## src/rtl/echo_pkg.sv

```systemverilog
// Shared types and helpers for the echo delay-line effect blocks.
package echo_pkg;

    typedef enum logic [2:0] {CLEAR, IDLE, RD, MIX, WR, OUT} state_e;

    localparam int VOL_MIN = 1;
    localparam int VOL_MAX = 6;
    localparam int DLY_MIN = 1;

    // Signed add of two sign-extended operands, saturated to a w-bit signed range (w <= 31).
    function automatic logic signed [31:0] sat_add(input logic signed [31:0] a,
                                                   input logic signed [31:0] b,
                                                   input int unsigned        w);
        logic signed [32:0] s;
        logic signed [32:0] hi;
        logic signed [32:0] lo;
        s  = {a[31], a} + {b[31], b};
        hi = (33'sd1 <<< (w - 1)) - 33'sd1;
        lo = -(33'sd1 <<< (w - 1));
        if (s > hi)
            s = hi;
        else if (s < lo)
            s = lo;
        return s[31:0];
    endfunction

endpackage

```

## src/rtl/echo_mix.sv

```systemverilog
// Combinational echo mix: attenuate the delayed sample by an arithmetic shift,
// add it to the dry sample with saturation, or pass the dry sample when bypassed.
module echo_mix
    import echo_pkg::*;
#(
    parameter int DATA_W = 16
) (
    input  logic [DATA_W-1:0] sample_i,
    input  logic [DATA_W-1:0] dly_i,
    input  logic [2:0]        vol_i,
    input  logic              dis_i,
    output logic [DATA_W-1:0] mix_o
);

    logic signed [DATA_W-1:0] echo;
    logic signed [31:0]       sum;

    always_comb begin
        echo  = $signed(dly_i) >>> vol_i;
        sum   = sat_add($signed({{(32-DATA_W){echo[DATA_W-1]}}, echo}),
                        $signed({{(32-DATA_W){sample_i[DATA_W-1]}}, sample_i}),
                        DATA_W);
        mix_o = dis_i ? sample_i : sum[DATA_W-1:0];
    end

endmodule

```

## src/rtl/echo_delay_scheduler.sv

```systemverilog
// Per-sample sequencer for one channel's echo delay line: clear the buffer once,
// then read the delayed sample, mix, write back the mix and present it.
module echo_delay_scheduler
    import echo_pkg::*;
#(
    parameter int ADDR_W = 16,
    parameter int DATA_W = 16
) (
    input  logic              CLK,
    input  logic              RST_N,
    input  logic              sample_valid,
    input  logic [DATA_W-1:0] sample_in,
    input  logic [31:0]       delay_time,
    input  logic [31:0]       delay_volume,
    input  logic              disabled,
    output logic              ready,
    output logic [DATA_W-1:0] sample_out,
    output logic              out_valid,
    output logic              overrun,
    output logic              mem_req,
    output logic              mem_wr,
    output logic [ADDR_W-1:0] mem_addr,
    output logic [DATA_W-1:0] mem_wdata,
    input  logic [DATA_W-1:0] mem_rdata,
    input  logic              mem_ack
);

    localparam logic [31:0] DMAX = (32'd1 << ADDR_W) - 32'd1;

    state_e              state_q, state_d;
    logic [ADDR_W-1:0]   clr_cnt_q, clr_cnt_d;
    logic [ADDR_W-1:0]   wr_ptr_q, wr_ptr_d;
    logic                clr_go_q;
    logic [DATA_W-1:0]   smp_q, dly_q, m_q, sout_q;
    logic                dis_q;
    logic [ADDR_W-1:0]   d_q, d_clamp;
    logic [2:0]          v_q, v_clamp;
    logic [DATA_W-1:0]   mix;

    echo_mix #(.DATA_W(DATA_W)) u_mix (
        .sample_i (smp_q),
        .dly_i    (dly_q),
        .vol_i    (v_q),
        .dis_i    (dis_q),
        .mix_o    (mix)
    );

    always_comb begin
        d_clamp = delay_time[ADDR_W-1:0];
        if (delay_time < 32'(DLY_MIN))
            d_clamp = ADDR_W'(DLY_MIN);
        else if (delay_time > DMAX)
            d_clamp = DMAX[ADDR_W-1:0];
        v_clamp = delay_volume[2:0];
        if (delay_volume < 32'(VOL_MIN))
            v_clamp = 3'(VOL_MIN);
        else if (delay_volume > 32'(VOL_MAX))
            v_clamp = 3'(VOL_MAX);
    end

    // clr_go_q holds off the first clear request until the cycle after reset
    // release, so an ack left over from before reset cannot complete it.
    always_comb begin
        state_d   = state_q;
        clr_cnt_d = clr_cnt_q;
        wr_ptr_d  = wr_ptr_q;
        ready     = 1'b0;
        out_valid = 1'b0;
        overrun   = 1'b0;
        mem_req   = 1'b0;
        mem_wr    = 1'b0;
        mem_addr  = '0;
        mem_wdata = '0;
        case (state_q)
            CLEAR: begin
                mem_req  = clr_go_q;
                mem_wr   = clr_go_q;
                mem_addr = clr_cnt_q;
                if (clr_go_q && mem_ack) begin
                    clr_cnt_d = clr_cnt_q + 1'b1;
                    if (clr_cnt_q == '1)
                        state_d = IDLE;
                end
            end
            IDLE: begin
                ready = 1'b1;
                if (sample_valid)
                    state_d = RD;
            end
            RD: begin
                overrun  = sample_valid;
                mem_req  = 1'b1;
                mem_addr = wr_ptr_q - d_q;
                if (mem_ack)
                    state_d = MIX;
            end
            MIX: begin
                overrun = sample_valid;
                state_d = WR;
            end
            WR: begin
                overrun   = sample_valid;
                mem_req   = 1'b1;
                mem_wr    = 1'b1;
                mem_addr  = wr_ptr_q;
                mem_wdata = m_q;
                if (mem_ack)
                    state_d = OUT;
            end
            OUT: begin
                overrun   = sample_valid;
                out_valid = 1'b1;
                wr_ptr_d  = wr_ptr_q + 1'b1;
                state_d   = IDLE;
            end
            default: state_d = CLEAR;
        endcase
    end

    assign sample_out = sout_q;

    always_ff @(posedge CLK or negedge RST_N) begin
        if (!RST_N) begin
            state_q   <= CLEAR;
            clr_go_q  <= 1'b0;
            clr_cnt_q <= '0;
            wr_ptr_q  <= '0;
            smp_q     <= '0;
            dis_q     <= 1'b0;
            d_q       <= '0;
            v_q       <= '0;
            dly_q     <= '0;
            m_q       <= '0;
            sout_q    <= '0;
        end else begin
            state_q   <= state_d;
            clr_go_q  <= 1'b1;
            clr_cnt_q <= clr_cnt_d;
            wr_ptr_q  <= wr_ptr_d;
            if (state_q == IDLE && sample_valid) begin
                smp_q <= sample_in;
                dis_q <= disabled;
                d_q   <= d_clamp;
                v_q   <= v_clamp;
            end
            if (state_q == RD && mem_ack)
                dly_q <= mem_rdata;
            if (state_q == MIX)
                m_q <= mix;
            // Loaded on the write ack so the new value appears with out_valid.
            if (state_q == WR && mem_ack)
                sout_q <= m_q;
        end
    end

endmodule
```

## config.mk

```make
export PLATFORM = sky130hd
export DESIGN_NAME = echo_delay_scheduler
export DESIGN_NICKNAME = d
export VERILOG_FILES = /design/src/rtl/echo_pkg.sv /design/src/rtl/echo_mix.sv /design/src/rtl/echo_delay_scheduler.sv
export SDC_FILE = /design/constraint.sdc
export NUM_CORES = 1
export LEC_CHECK = 0
export CAP_MARGIN = 20
export CORE_MARGIN = 2
export CORE_UTILIZATION = 47
export DETAILED_ROUTE_END_ITERATION = 8
export GPL_ROUTABILITY_DRIVEN = 0
export PLACE_DENSITY = 0.77
export SYNTH_ARGS = -nofsm -noshare
export SYNTH_HDL_FRONTEND = slang
export SYNTH_HIERARCHICAL = 1
export SYNTH_SLANG_ARGS = --single-unit
```

## constraint.sdc

```tcl
create_clock -name CLK -period 3.9 [get_ports CLK]
set_clock_uncertainty 0.15 [all_clocks]
set_input_delay 0.78 -clock CLK [delete_from_list [all_inputs] [get_ports CLK]]
set_output_delay 0.78 -clock CLK [all_outputs]
set_load 0.02 [all_outputs]
```

==> flow_summary.ini, run 1 <==
[outcome]
status = completed

[layout]
final.fill_count = 1321
final_cell_mix = clkdlybuf4s50_1, dfrtp_1, mux2_2, nor2_1, nand2_1
insertedDiodeCount = 0
seq_area_um2 = 3010
layout-drive-gt1-share = 0.188
final_common_cell = clkdlybuf4s50_1
final_area_um2 = 10100
syn2layout_area_growth_pct = 32.6
multiInputGateArea_um2 = 4430
fin_nets = 1064
fin_cells = 1154

[detailed_routing]
avgRoutedWirePerCell_um = 17.0
routed_wl_um = 19600
drt_first_pass_iters = 5
ant_nets = 0
drtIter0Drc = 455
viasPerCell = 5.61
vias = 6471
remaining_drc_errors = 0

[grt]
grt_pass1_wl_um = 31800
grt-ovfl-total = 0
track_usage = 0.229
grt_start_max_net_pins = 80
antenna_found_initial = 0
grt_pass1_vias = 6208

[clock_network]
clockBufferDepth = 2
cts_htree_levels = 4
clock_sinks = 120
cts_made_buffers = 17
path_clk_slew_ns = 0.05
cts_root_buf = clkbuf_16
cts_hold_buf = 0
clk_latency_ns = 0.42
cts_tree = yes

[yosys]
synthesis.area_um2 = 7620
synth_fp_nets = 902
synth_top_area_frac = 0.394
yosys.area.top_type = dfrtp_1
async_reset_ff_frac = 1.00
synth.area.top_cells = dfrtp_1, mux2_2, ha_1
synth_seq_cells = 120
syn_inst = 764
yosysSeqAreaShare = 0.394
synth.distinct_cells = 62
synth_edf_count = 0
avgSynthCellArea_um2 = 9.98
synth_ff_type = dfrtp_1
synth_warnings = 6

[sta]
slew_viol_final = 0
max_slew.worst_pin.slew_ns = 0.833
hold_violations = 0
setup_violations = 0
finalWorstSetupSlack_ns = 0.0853
tns_ns = 0
slew_headroom = 0.445
period_share = 0.978
fmax_ghz = 0.262
period_minus_slack_ns = 3.81

[setup_path]
cp_data_required_time_ns = 2.97
critPathKind = reg2out
worstRegToRegCells = 15
start_kind = flip-flop
r2r_slack_ns = 0.17
rr_startpoint = v_q[0]
crit_arrival_ns = 2.88
r2r_end = m_q[5]
worstSetupEndpointType = output pin
path_max_fanout = 4

[die]
die_w_um = 131
dieHeight_um = 131
core_area_um2 = 15900
io_pins = 154
start_util = 0.480
fp-row-count = 46
dieArea_um2 = 17300

[pwr]
switching_power_w = 0.00308
power_w = 0.00748
cellPowerDensity_nw_per_um2 = 740
combPwrFrac = 0.525
p_seq_frac = 0.274
p_leak_nw = 4.53
swShare = 0.411
intPower_w = 0.00440
peakVddDrop_uv = 477
pwr-share-clk = 0.201

[place]
hpwl_um = 14500
io_buffers = 153
place_area_um2 = 9430
dp_slack_ns = -0.0232
dp_cells = 1118

[flow_run]
maxCapViolCount = 0

[worst_hold_path]
hold_path.class = in2async
[state kept, by name, summed over array words and instances, names as in the netlist]
register and flops:
sample_out 16, m_q 16, v_q 3, state_q 3, dis_q 1, d_q 16
wr_ptr_q 16, clr_cnt_q 16, dly_q 16, clr_go_q 1, smp_q 16
[Yosys cell counts (all sizes together) (9+ instances only)]
master,instances
mux2i,28
clkbuf,16
nor2,62
xor2,15
a21oi,33
nand3,17
nand2b,9
buf,20
mux2,76
o22a,20
ha,35
o21ai,46
a21o,11
nor3,11
inv,27
dfrtp,120
nand4,9
and3,27
nor4,15
o22ai,9
nand2,53
xnor2,37
[final cells by class]
| type | instances | share of cell area |
|---|---|---|
| Clock inverter | 13 | 0.0130 |
| Sequential cell | 120 | 0.297 |
| Clock buffer | 18 | 0.0425 |
| Multi-Input combinational cell | 581 | 0.438 |
| Inverter | 27 | 0.0100 |
| Timing Repair Buffer | 179 | 0.173 |
| Tap cell | 216 | 0.0267 |
[how the worst max path moves through the flow]
| stage | end | slack, ns | depth (start not counted) | start |
|---|---|---|---|---|
| final | mem_addr[10] | 0.09 | 11 | wr_ptr_q[0] |
| after global routing | mem_addr[6] | -0.04 | 11 | wr_ptr_q[0] |
| after CTS | mem_addr[12] | -0.22 | 8 | wr_ptr_q[2] |
| after detailed placement | m_q[4] | -0.02 | 15 | v_q[0] |
| after global placement | m_q[4] | 0.05 | 14 | v_q[0] |
| after floorplan | m_q[4] | 0.09 | 17 | v_q[0] |
[per-layer routing]
layer	wire length, µm	track usage	up-vias
met1	8990	0.328	3100
met2	8960	0.348	243
met3	1290	0.0467	29
li1	-	-	3099
met5	0	0	-
met4	344	0.0743	0
[what timing repair did]
action                                  in CTS  in global routing
gates resized for setup                      7                 36
buffers inserted                             0                  5
endpoints found under the setup margin      18                 27
pin swaps                                    0                  6
[metrics by stage]
stage,utilization,hold WS (ns)
2_1_floorplan,-,0.308
3_3_place_gp,0.594,0.333
3_5_place_dp,0.594,0.344
4_1_cts,0.629,0.0293
5_1_grt,0.636,0.0284
6_report,0.636,0.0375
[power groups by stage]
| stage | Combinational, W | Sequential (W) | Clock (W) |
|---|---|---|---|
| finish | 0.00393 | 0.00205 | 0.00150 |
| global route | 0.00426 | 0.00210 | 0.00158 |
| CTS | 0.00378 | 0.00204 | 0.00152 |
| detailed placement | 0.00372 | 0.00206 | 0 |
| global placement | 0.00366 | 0.00205 | 0 |
| floorplan | 0.00263 | 0.00195 | 0 |
[cells by family after synthesis]
logic type                 after synthesis  synth area share
AOI/OAI and AO/OA                      160             0.140
buffers and inverters                   63            0.0366
muxes                                  105             0.152
and+or+nand+nor                        224             0.152
DFF                                    120             0.394
other                                    1          0.000492
adders and majority gates               39            0.0653
xor gates and xnor gates                52            0.0597
[critical path: stages (launching register included)]
cell and delay, ns:
dfrtp_1 0.43, inv_2 0.10, ha_1 0.19, fa_2 0.22, nor2b_2 0.05, buf_4 0.13
o31a_1 0.33, o32ai_4 0.38, o21bai_1 0.13, xnor2_1 0.13, o22ai_1 0.16, clkbuf_2 0.21
(Power assumes the default switching activity.)
==> run 2, diff against run 1 <==
Settings changed: CORE_UTILIZATION 47 to 42, PLACE_DENSITY 0.77 to 0.7.
==> run 2 against run 1 <==
Against the previous run:
- combinational power rose by 3%
- largest power group unchanged
- design area rose by 1.2%
- global-route usage fell by 2.0 points
- critical path type unchanged
- sequential power barely moved
- highest routed layer unchanged
- total power rose by 2.5%
==> flow_summary.ini, run 2 (synthesized netlist as in run 1, its figures left out) <==
[outcome]
status = completed

[sta]
fmax_ghz = 0.263
hold_violations = 0
period_minus_slack_ns = 3.80
finalWorstSetupSlack_ns = 0.0973
max_slew.worst_pin.slew_ns = 0.841
slew_headroom = 0.439
setup_violations = 0
period_share = 0.975
slew_viol_final = 0

[detailed_routing]
viasPerCell = 5.51
remaining_drc_errors = 0
vias = 6479
drtIter0Drc = 341
drt_first_pass_iters = 5
avgRoutedWirePerCell_um = 16.9
ant_nets = 0
routed_wl_um = 19900

[setup_path]
r2r_slack_ns = 0.13
critPathKind = reg2out
r2r_end = m_q[12]
worstSetupEndpointType = output pin
rr_startpoint = v_q[0]
path_max_fanout = 4
cp_data_required_time_ns = 2.97
crit_arrival_ns = 2.87
worstRegToRegCells = 15
start_kind = flip-flop

[die]
die_w_um = 139
start_util = 0.426
dieArea_um2 = 19200
io_pins = 154
core_area_um2 = 17900
fp-row-count = 49
dieHeight_um = 139

[pwr]
swShare = 0.400
switching_power_w = 0.00307
p_leak_nw = 4.57
peakVddDrop_uv = 490
cellPowerDensity_nw_per_um2 = 749
pwr-share-clk = 0.206
intPower_w = 0.00459
combPwrFrac = 0.530
p_seq_frac = 0.265
power_w = 0.00766

[grt]
grt_pass1_wl_um = 32600
grt_start_max_net_pins = 50
grt-ovfl-total = 0
grt_pass1_vias = 6221
track_usage = 0.209
antenna_found_initial = 0

[clock_network]
cts_tree = yes
cts_htree_levels = 4
clockBufferDepth = 2
clock_sinks = 120
cts_made_buffers = 17
clk_latency_ns = 0.42
cts_root_buf = clkbuf_16
path_clk_slew_ns = 0.05

[worst_hold_path]
hold_path.class = in2async

[place]
io_buffers = 153
dp_slack_ns = -0.0718
hpwl_um = 14900
dp_cells = 1135

[layout]
layout-drive-gt1-share = 0.195
syn2layout_area_growth_pct = 34.2
final_cell_mix = clkdlybuf4s50_1, dfrtp_1, mux2_2, nor2_1, nand2_1
insertedDiodeCount = 0
fin_cells = 1175
fin_nets = 1071
final.fill_count = 1569
final_common_cell = clkdlybuf4s50_1

[flow_run]
maxCapViolCount = 0
run 2: changes by cell type in the layout (fill, tap and decap cells not counted), moves of 3 or more:
| cell | delta |
|---|---|
| clkbuf_8 | +5 |
| clkinv_2 | -3 |
| o21ai_2 | +3 |
| o21ai_0 | -3 |
| mux2i_2 | +3 |
| mux2i_1 | -3 |
| buf_4 | +6 |
run 2: layer usage:
metal / routed length (µm) / vias to the layer above / track usage
li1: - / 3125 / -
met5: 0 / - / 0
met2: 8780 / 233 / 0.306
met4: 285 / 0 / 0.0649
met1: 9470 / 3100 / 0.310
met3: 1330 / 21 / 0.0463
run 2: repair_timing:
action | 4_1_cts | 5_1_grt
hold buffers | 0 | 0
setup buffers | 0 | 8
pin swaps | 1 | 6
resized for setup | 11 | 32
setup endpoints to repair | 20 | 25
run 2: critical path: stages, from the launching register on:
cell	delay [ns]
dfrtp_1	0.39
ha_1	0.37
o21ai_0	0.15
a21oi_2	0.24
o21ai_0	0.17
buf_4	0.19
o311ai_2	0.34
xnor2_1	0.16
o22ai_1	0.09
dlygate4sd2_1	0.34
run 2: layout make-up:
type	count	area [µm²]	area share
Timing Repair Buffer	186	1810	0.177
Multi-Input combinational cell	581	4430	0.433
Inverter	27	101	0.00991
Clock buffer	25	505	0.0494
Sequential cell	120	3010	0.294
Clock inverter	7	90.1	0.00881
Tap cell	229	287	0.0280
run 2: stage by stage:
step	utilization	hold WS (ns)	area (µm²)	TNS (ns)
after floorplan	-	0.308	7630	0
after global placement	0.529	0.342	9480	-0.00969
after detailed placement	0.529	0.348	9480	-0.145
after CTS	0.563	0.262	10100	-0.298
after global routing	0.571	0.300	10200	-0.115
final	0.571	0.238	10200	0
run 2: power groups by stage:
stage | clock network [W] | registers (W) | logic, W
floorplan | 0 | 0.00195 | 0.00263
global placement | 0 | 0.00204 | 0.00369
detailed placement | 0 | 0.00204 | 0.00374
CTS | 0.00160 | 0.00202 | 0.00379
global route | 0.00166 | 0.00208 | 0.00444
finish | 0.00158 | 0.00203 | 0.00406
run 2: how the worst max path moves through the flow:
stage / startpoint / end / cells past startpoint
floorplan: v_q[0] / m_q[4] / 17
finish: wr_ptr_q[6] / mem_addr[15] / 9
detailed placement: v_q[0] / m_q[14] / 14
global route: v_q[0] / m_q[12] / 15
global placement: v_q[0] / m_q[14] / 14
CTS: wr_ptr_q[0] / mem_addr[12] / 10
==> run 3, diff against run 2 <==
Settings changed: CTS_CLUSTER_DIAMETER set to 50.
==> results of run 3 <==
No change in the layout: final DEF, timing and power equal those of run 2.
